### src/rtl/cpu_pkg.sv
// Shared CPU definitions used by the stack word sequencer.
package cpu_pkg;

   localparam logic [7:0] SP_RESET_DEFAULT = 8'h07;

   typedef enum logic [2:0] {
      ST_IDLE    = 3'd0,
      ST_PUSH_LO = 3'd1,
      ST_PUSH_HI = 3'd2,
      ST_POP_HI  = 3'd3,
      ST_POP_LO  = 3'd4,
      ST_DONE    = 3'd5
   } stack_state_t;

   // True for the states that drive a RAM access.
   function automatic logic is_ram_state(input stack_state_t s);
      return (s == ST_PUSH_LO) || (s == ST_PUSH_HI) ||
             (s == ST_POP_HI)  || (s == ST_POP_LO);
   endfunction

   // True for the states that write RAM.
   function automatic logic is_write_state(input stack_state_t s);
      return (s == ST_PUSH_LO) || (s == ST_PUSH_HI);
   endfunction

endpackage

### src/rtl/stack_word_seq.sv
// Moves a 16-bit word to/from the 8-bit internal RAM as two byte accesses
// while maintaining the stack pointer (8051 ordering: low byte at the lower
// address, SP pre-incremented on push, post-decremented on pop).
// All outputs are registered; their next values are decoded from the next
// state so they line up with the state they describe.
module stack_word_seq
   import cpu_pkg::*;
#(
   parameter logic [7:0] SP_RESET = SP_RESET_DEFAULT
)(
   input  logic        clk,
   input  logic        rst,
   input  logic        push_req,
   input  logic        pop_req,
   input  logic [15:0] push_word,
   input  logic        sp_load,
   input  logic [7:0]  sp_value,
   output logic [7:0]  sp,
   output logic        busy,
   output logic        done,
   output logic [15:0] pop_word,
   output logic        ram_req,
   output logic        ram_we,
   output logic [7:0]  ram_addr,
   output logic [7:0]  ram_wdata,
   input  logic [7:0]  ram_rdata,
   input  logic        ram_ack
);

   stack_state_t state_q, state_d;
   logic [7:0]   sp_q, sp_d;
   logic [15:0]  word_q, word_d;
   logic [15:0]  pop_word_q, pop_word_d;
   logic         busy_q, busy_d;
   logic         done_q, done_d;
   logic         ram_req_q, ram_req_d;
   logic         ram_we_q, ram_we_d;
   logic [7:0]   ram_addr_q, ram_addr_d;
   logic [7:0]   ram_wdata_q, ram_wdata_d;
   logic         xfer_ack_s;

   // A byte access completes when our request meets the RAM acknowledge.
   assign xfer_ack_s = ram_req_q & ram_ack;

   // Next state, stack pointer and data-word updates.
   always_comb begin
      state_d    = state_q;
      sp_d       = sp_q;
      word_d     = word_q;
      pop_word_d = pop_word_q;
      case (state_q)
         ST_IDLE: begin
            if (sp_load) begin
               sp_d = sp_value;
            end else if (push_req) begin
               state_d = ST_PUSH_LO;
               word_d  = push_word;
            end else if (pop_req) begin
               state_d = ST_POP_HI;
            end else begin
               state_d = ST_IDLE;
            end
         end
         ST_PUSH_LO: begin
            if (xfer_ack_s) begin
               sp_d    = sp_q + 8'd1;
               state_d = ST_PUSH_HI;
            end else begin
               state_d = ST_PUSH_LO;
            end
         end
         ST_PUSH_HI: begin
            if (xfer_ack_s) begin
               sp_d    = sp_q + 8'd1;
               state_d = ST_DONE;
            end else begin
               state_d = ST_PUSH_HI;
            end
         end
         ST_POP_HI: begin
            if (xfer_ack_s) begin
               pop_word_d[15:8] = ram_rdata;
               sp_d             = sp_q - 8'd1;
               state_d          = ST_POP_LO;
            end else begin
               state_d = ST_POP_HI;
            end
         end
         ST_POP_LO: begin
            if (xfer_ack_s) begin
               pop_word_d[7:0] = ram_rdata;
               sp_d            = sp_q - 8'd1;
               state_d         = ST_DONE;
            end else begin
               state_d = ST_POP_LO;
            end
         end
         ST_DONE: begin
            state_d = ST_IDLE;
         end
         default: begin
            state_d = ST_IDLE;
         end
      endcase
   end

   // Output decode from the next state; a stalled access reproduces itself.
   always_comb begin
      busy_d      = (state_d != ST_IDLE);
      done_d      = (state_d == ST_DONE);
      ram_req_d   = is_ram_state(state_d);
      ram_we_d    = is_write_state(state_d);
      ram_addr_d  = 8'h00;
      ram_wdata_d = 8'h00;
      case (state_d)
         ST_PUSH_LO: begin
            ram_addr_d  = sp_d + 8'd1;
            ram_wdata_d = word_d[7:0];
         end
         ST_PUSH_HI: begin
            ram_addr_d  = sp_d + 8'd1;
            ram_wdata_d = word_d[15:8];
         end
         ST_POP_HI, ST_POP_LO: begin
            ram_addr_d = sp_d;
         end
         default: begin
            ram_addr_d  = 8'h00;
            ram_wdata_d = 8'h00;
         end
      endcase
   end

   // State and output registers with asynchronous active-low reset.
   always_ff @(posedge clk or negedge rst) begin
      if (!rst) begin
         state_q     <= ST_IDLE;
         sp_q        <= SP_RESET;
         word_q      <= 16'h0000;
         pop_word_q  <= 16'h0000;
         busy_q      <= 1'b0;
         done_q      <= 1'b0;
         ram_req_q   <= 1'b0;
         ram_we_q    <= 1'b0;
         ram_addr_q  <= 8'h00;
         ram_wdata_q <= 8'h00;
      end else begin
         state_q     <= state_d;
         sp_q        <= sp_d;
         word_q      <= word_d;
         pop_word_q  <= pop_word_d;
         busy_q      <= busy_d;
         done_q      <= done_d;
         ram_req_q   <= ram_req_d;
         ram_we_q    <= ram_we_d;
         ram_addr_q  <= ram_addr_d;
         ram_wdata_q <= ram_wdata_d;
      end
   end

   assign sp        = sp_q;
   assign busy      = busy_q;
   assign done      = done_q;
   assign pop_word  = pop_word_q;
   assign ram_req   = ram_req_q;
   assign ram_we    = ram_we_q;
   assign ram_addr  = ram_addr_q;
   assign ram_wdata = ram_wdata_q;

endmodule
### config.mk
export PLATFORM = sky130hd
export DESIGN_NAME = stack_word_seq
export DESIGN_NICKNAME = d
export VERILOG_FILES = /design/src/rtl/cpu_pkg.sv /design/src/rtl/stack_word_seq.sv
export SDC_FILE = /design/constraint.sdc
export NUM_CORES = 1
export LEC_CHECK = 0
export BUFFER_PORTS_ARGS = -buffer_cell sky130_fd_sc_hd__clkbuf_2
export CAP_MARGIN = 0
export CORE_MARGIN = 4
export CORE_UTILIZATION = 40
export DETAILED_ROUTE_END_ITERATION = 10
export PLACE_DENSITY = 0.61
export SKIP_CTS_REPAIR_TIMING = 1
export SYNTH_ARGS = -nofsm -noshare
export SYNTH_HDL_FRONTEND = slang
export SYNTH_SLANG_ARGS = --single-unit
### constraint.sdc
create_clock -name clk -period 7.99 [get_ports clk]
set_clock_uncertainty 0.1 [all_clocks]
set_input_delay 1.1985 -clock clk [delete_from_list [all_inputs] [get_ports clk]]
set_output_delay 1.1985 -clock clk [all_outputs]
set_load 0.05 [all_outputs]
==> impl_metrics.env, run 1 <==
export IMPL_cts_tree="built"
export IMPL_period_share_pct=43.1
export IMPL_avgViaCountPerCell=5.37
export IMPL_finalHoldViolations=0
export IMPL_n_antenna_cell=0
export IMPL_fill_cells=763
export IMPL_cp_arrival_ns=3.56
export IMPL_tightestPinTransition_ns=0.874
export IMPL_h_tree_depth=3
export IMPL_die_height_um=98.1
export IMPL_synth_area_leader_cell="dfrtp_1"
export IMPL_cts_root_buf="clkbuf_8"
export IMPL_maxCapViolations=0
export IMPL_synth_avg_cell_area_um2=10.7
export IMPL_track_usage_pct=17.4
export IMPL_drc=0
export IMPL_ys_warn_count=0
export IMPL_final_cell_mix="clkbuf_2 (81), dfrtp_1 (60), mux2_2 (24), nand2_1 (22), o21ai_0 (22)"
export IMPL_ctsLongestPathBuffers=2
export IMPL_gp_congestion=0.975
export IMPL_cts_made_buffers=9
export IMPL_portBuffers=81
export IMPL_ios=82
export IMPL_antenna_found_initial=0
export IMPL_clk_latency_ns=0.34
export IMPL_ys_types=62
export IMPL_final_common_cell="clkbuf_2"
export IMPL_cp_required_ns=8.11
export IMPL_min_period_ns=3.44
export IMPL_setup_viol=0
export IMPL_async_flop_share_pct=100
export IMPL_syn_nets=346
export IMPL_critPathKind="in -> reg"
export IMPL_grt_setup_unrepaired="no"
export IMPL_ys_seq_area_share_pct=48.6
export IMPL_drive_gt1_share_pct=36.2
export IMPL_syn2layout_area_growth_pct=19.6
export IMPL_final_antenna_net_count=0
export IMPL_core_um2=7810
export IMPL_synth_top_area_share_pct=46.2
export IMPL_fmax_mhz=291
export IMPL_first_pass_iters=4
export IMPL_status="finished clean"
export IMPL_synth_edf_count=0
export IMPL_worst_path_max_fanout=9
export IMPL_gr_total_overflow=0
export IMPL_die_w_um=98.1
export IMPL_nNetsFinal=420
export IMPL_syn_area_um2=3250
export IMPL_wl_per_cell_um=16.8
export IMPL_start_util_pct=41.6
export IMPL_clock_sinks=63
export IMPL_wirelength_um=8150
export IMPL_grt_pass1_vias=2586
export IMPL_dieArea_um2=9630
export IMPL_hpwl_um=5890
export IMPL_ys_flop_type="dfrtp_1"
export IMPL_grt_pass1_wl_um=13400
export IMPL_synthCells=305
export IMPL_critPathLaunchType="input port"
export IMPL_fin_setup_tns_ns=0
export IMPL_slew_limit_headroom_pct=41.7
export IMPL_first_iter_violations=145
export IMPL_end_kind="flip-flop"
export IMPL_ys_ff_latch=63
export IMPL_grt_max_degree=64
export IMPL_maxSlewViolCount=0
export IMPL_yosys_top_cells_area="dfrtp_1 (46%), mux2_2 (8.3%), mux2i_1 (4.6%)"
export IMPL_cts_clk_slew_worst_paths_ns=0.08
export IMPL_vias=2609
export IMPL_rows=32
export IMPL_min_path_type="reg -> reg"
-- cell type report --
cell class | count | area (um2) | area share, %
repair buffers | 82 | 413 | 10.6
clock buffers | 11 | 151 | 3.89
well taps | 102 | 128 | 3.28
clock inverters | 5 | 40.0 | 1.03
multi-input cells | 204 | 1510 | 38.7
flip-flops and latches | 63 | 1580 | 40.6
inverters | 19 | 71.3 | 1.83
-- through the flow --
stage	worst slack [ns]	instance area, um2	instances	util [%]	hold slack, ns
global route	4.33	3890	486	49.8	0.412
finish	4.55	3890	486	49.8	0.376
floorplan	4.46	3250	305	-	0.345
CTS	4.54	3890	486	49.8	0.380
detailed placement	4.17	3700	470	47.4	0.362
global placement	4.34	3700	470	47.4	0.358
-- cell usage after synthesis, drive strengths merged, types with 2 or more instances --
cell type / n
dfrtp: 60
mux2: 24
o21ai: 23
nand2: 22
inv: 19
mux2i: 15
nor2: 14
clkbuf: 10
buf: 9
nand3: 9
nor3: 9
xnor2: 8
nor4: 6
a21oi: 5
and3: 5
and2: 4
nor2b: 4
nor4b: 4
or2: 4
a221oi: 3
a2bb2oi: 3
dfstp: 3
ha: 3
o22ai: 3
or3: 3
or3b: 3
a211oi: 2
o211ai: 2
o221ai: 2
o311ai: 2
o31ai: 2
xor2: 2
-- worst max-delay path, stage by stage --
cell and delay (ns):
clkbuf_2 0.16, and2_1 0.31, nand3_2 0.29, o311ai_1 0.30, mux2i_1 0.64, inv_1 0.16
o21ai_0 0.16, or3b_1 0.34
-- state kept, by name (all words and copies together), names as in the netlist, 3 cells and up --
register / count
ram_wdata: 8
state_q: 3
pop_word: 16
sp: 8
ram_addr: 8
word_q: 16
-- cell families after synthesis --
group	after synthesis	share of synthesized area [%]
simple gates	93	16.3
flops	63	48.6
compound gates	59	13.2
mux	39	12.9
buf+inv	38	5.08
xor+xnor	10	2.69
fa+ha+maj	3	1.15
-- path summary, 6_finish.rpt --
path | start | slack (ns) | end | cells past startpoint
min in group asynchronous | rst | 0.90 | sp[7]$_DFF_PN0_ | 2
worst min register to register | word_q[6]$_DFF_PN0_ | 0.38 | word_q[6]$_DFF_PN0_ | 2
worst max-delay path | ram_ack | 4.55 | ram_addr[5]$_DFF_PN0_ | 8
max in group asynchronous | rst | 6.32 | word_q[2]$_DFF_PN0_ | 2
worst min-delay path | word_q[6]$_DFF_PN0_ | 0.38 | word_q[6]$_DFF_PN0_ | 2
worst max register to register | state_q[2]$_DFF_PN0_ | 4.70 | ram_addr[4]$_DFF_PN0_ | 10
-- metal layers --
metal	GRT usage, %	wire, um	part of all wire [%]	up-vias
li1	-	-	-	1249
met1	23.6	3690	45	1264
met2	26.9	3860	47	90
met3	4.36	511	6.3	6
met4	7.04	93	1.1	0
met5	0	0	0	-
Power of run 1 is not shown: default switching activity piles up to over one toggle a cycle in this logic, so the estimate is an artifact.
==> inputs of run 2 (changes only) <==
- clock period: 7.99 -> 3.3 ns (I/O delays scaled with it)
==> impl_metrics.env, run 2 (synthesis results as in run 1) <==
export IMPL_path_cells="buf_4 -> nor2_1 -> nand2_1 -> a221o_1 -> a221oi_2 -> inv_1 -> ha_1 -> o311ai_0 -> nor2_1 -> xnor2_1 -> a22o_1"
export IMPL_nNetsFinal=437
export IMPL_cts_tree="built"
export IMPL_stdcell_count=503
export IMPL_ctsLongestPathBuffers=2
export IMPL_timing_rr_end="ram_addr[4]$_DFF_PN0_"
export IMPL_clock_sinks=63
export IMPL_vias=2692
export IMPL_period_share_pct=88.6
export IMPL_finalHoldViolations=0
export IMPL_status="finished clean"
export IMPL_r2r_start="state_q[1]$_DFF_PN0_"
export IMPL_crit_top_cell="nor2_1"
export IMPL_die_height_um=98.1
export IMPL_critPathBufInv=2
export IMPL_antenna_found_initial=0
export IMPL_grt_max_degree=64
export IMPL_final_antenna_net_count=0
export IMPL_fin_setup_tns_ns=0
export IMPL_worst_path_max_fanout=15
export IMPL_grt_pass1_wl_um=13900
export IMPL_clk_latency_ns=0.33
export IMPL_final_common_cell="clkbuf_2"
export IMPL_first_iter_violations=228
export IMPL_ios=82
export IMPL_drc=0
export IMPL_cts_clk_slew_worst_paths_ns=0.08
export IMPL_cts_made_buffers=9
export IMPL_final_cell_mix="clkbuf_2 (81), dfrtp_1 (60), mux2_2 (24), nand2_1 (22), o21ai_0 (22)"
export IMPL_h_tree_depth=3
export IMPL_grt_setup_unrepaired="no"
export IMPL_crit_slowest_cell="dfrtp_1"
export IMPL_fmax_mhz=342
export IMPL_cts_root_buf="clkbuf_8"
export IMPL_avgViaCountPerCell=5.35
export IMPL_rrSetupSlack_ns=0.38
export IMPL_hpwl_um=6100
export IMPL_cp_top_family="compound AO/OA/AOI/OAI gates"
export IMPL_drive_gt1_share_pct=38.9
export IMPL_syn2layout_area_growth_pct=24.6
export IMPL_post_route_util_pct=51.9
export IMPL_critPathKind="reg -> reg"
export IMPL_track_usage_pct=18.1
export IMPL_n_antenna_cell=0
export IMPL_cpPeakStageDelay_ns=0.55
export IMPL_slew_limit_headroom_pct=47.2
export IMPL_maxSlewViolCount=0
export IMPL_start_util_pct=41.6
export IMPL_gr_total_overflow=0
export IMPL_setup_viol=0
export IMPL_critPathLaunchType="flip-flop"
export IMPL_cp_arrival_ns=3.05
export IMPL_worstRegToRegCells=11
export IMPL_min_period_ns=2.92
export IMPL_rows=32
export IMPL_first_pass_iters=5
export IMPL_tightestPinTransition_ns=0.792
export IMPL_min_path_type="in -> async"
export IMPL_wirelength_um=8400
export IMPL_hold_worst_slack_ns=0.217
export IMPL_gp_congestion=0.944
export IMPL_end_kind="flip-flop"
export IMPL_grt_pass1_vias=2748
export IMPL_portBuffers=81
export IMPL_wl_per_cell_um=16.7
export IMPL_dp_cells=487
export IMPL_maxCapViolations=0
export IMPL_cp_required_ns=3.42
export IMPL_die_w_um=98.1
export IMPL_dieArea_um2=9630
export IMPL_core_um2=7810
## run 2: changes by cell type in the layout (fill, tap and decap cells not counted)
cell       previous run  this run
clkbuf_8             11         9
buf_4                 1        18
clkinv_4              2         0
bufinv_16             0         2
inv_6                 2         4
## run 2: cell type report
class / count / area [um2]
clock buffer: 9 / 124
clock inverter: 7 / 100
fill: 739 / 3760
inverter: 19 / 71.3
multi-input combinational: 204 / 1510
sequential: 63 / 1580
tap: 102 / 128
timing repair buffer: 99 / 541
## run 2: worst max path at each step
stage | from | depth (start not counted) | end | slack [ns]
after floorplan | ram_req$_DFF_PN0_ | 12 | ram_addr[4]$_DFF_PN0_ | 0.25
after global placement | sp[0]$_DFF_PN1_ | 12 | ram_addr[6]$_DFF_PN0_ | 0.43
after detailed placement | state_q[1]$_DFF_PN0_ | 11 | ram_addr[4]$_DFF_PN0_ | 0.42
after CTS | state_q[1]$_DFF_PN0_ | 11 | ram_addr[4]$_DFF_PN0_ | 0.38
after global routing | state_q[1]$_DFF_PN0_ | 11 | ram_addr[4]$_DFF_PN0_ | 0.14
final | state_q[1]$_DFF_PN0_ | 11 | ram_addr[4]$_DFF_PN0_ | 0.38
## run 2: metal layers
metal  wire, um  share of wire, %  vias up  global-route usage, %
li1           -                 -     1282                      -
met1       3820                45     1293                   24.3
met2       3950                47      108                   28.5
met3        529               6.3        9                   4.36
met4        103               1.2        0                   6.62
met5          0                 0        -                      0
## run 2: worst reg2reg max path, stage by stage (launching register included)
cell and delay (ns):
dfrtp_1 0.55, buf_4 0.25, nor2_1 0.24, nand2_1 0.11
a221o_1 0.32, a221oi_2 0.32, inv_1 0.12, ha_1 0.22
o311ai_0 0.15, nor2_1 0.10, xnor2_1 0.15, a22o_1 0.19
## run 2: through the flow
stage          area, um2  worst slack, ns
6_report            4050            0.376
5_1_grt             4050            0.140
4_1_cts             4050            0.379
3_5_place_dp        3820            0.416
3_3_place_gp        3820            0.429
2_1_floorplan       3250            0.249
Power of run 2 is left out for the same reason.
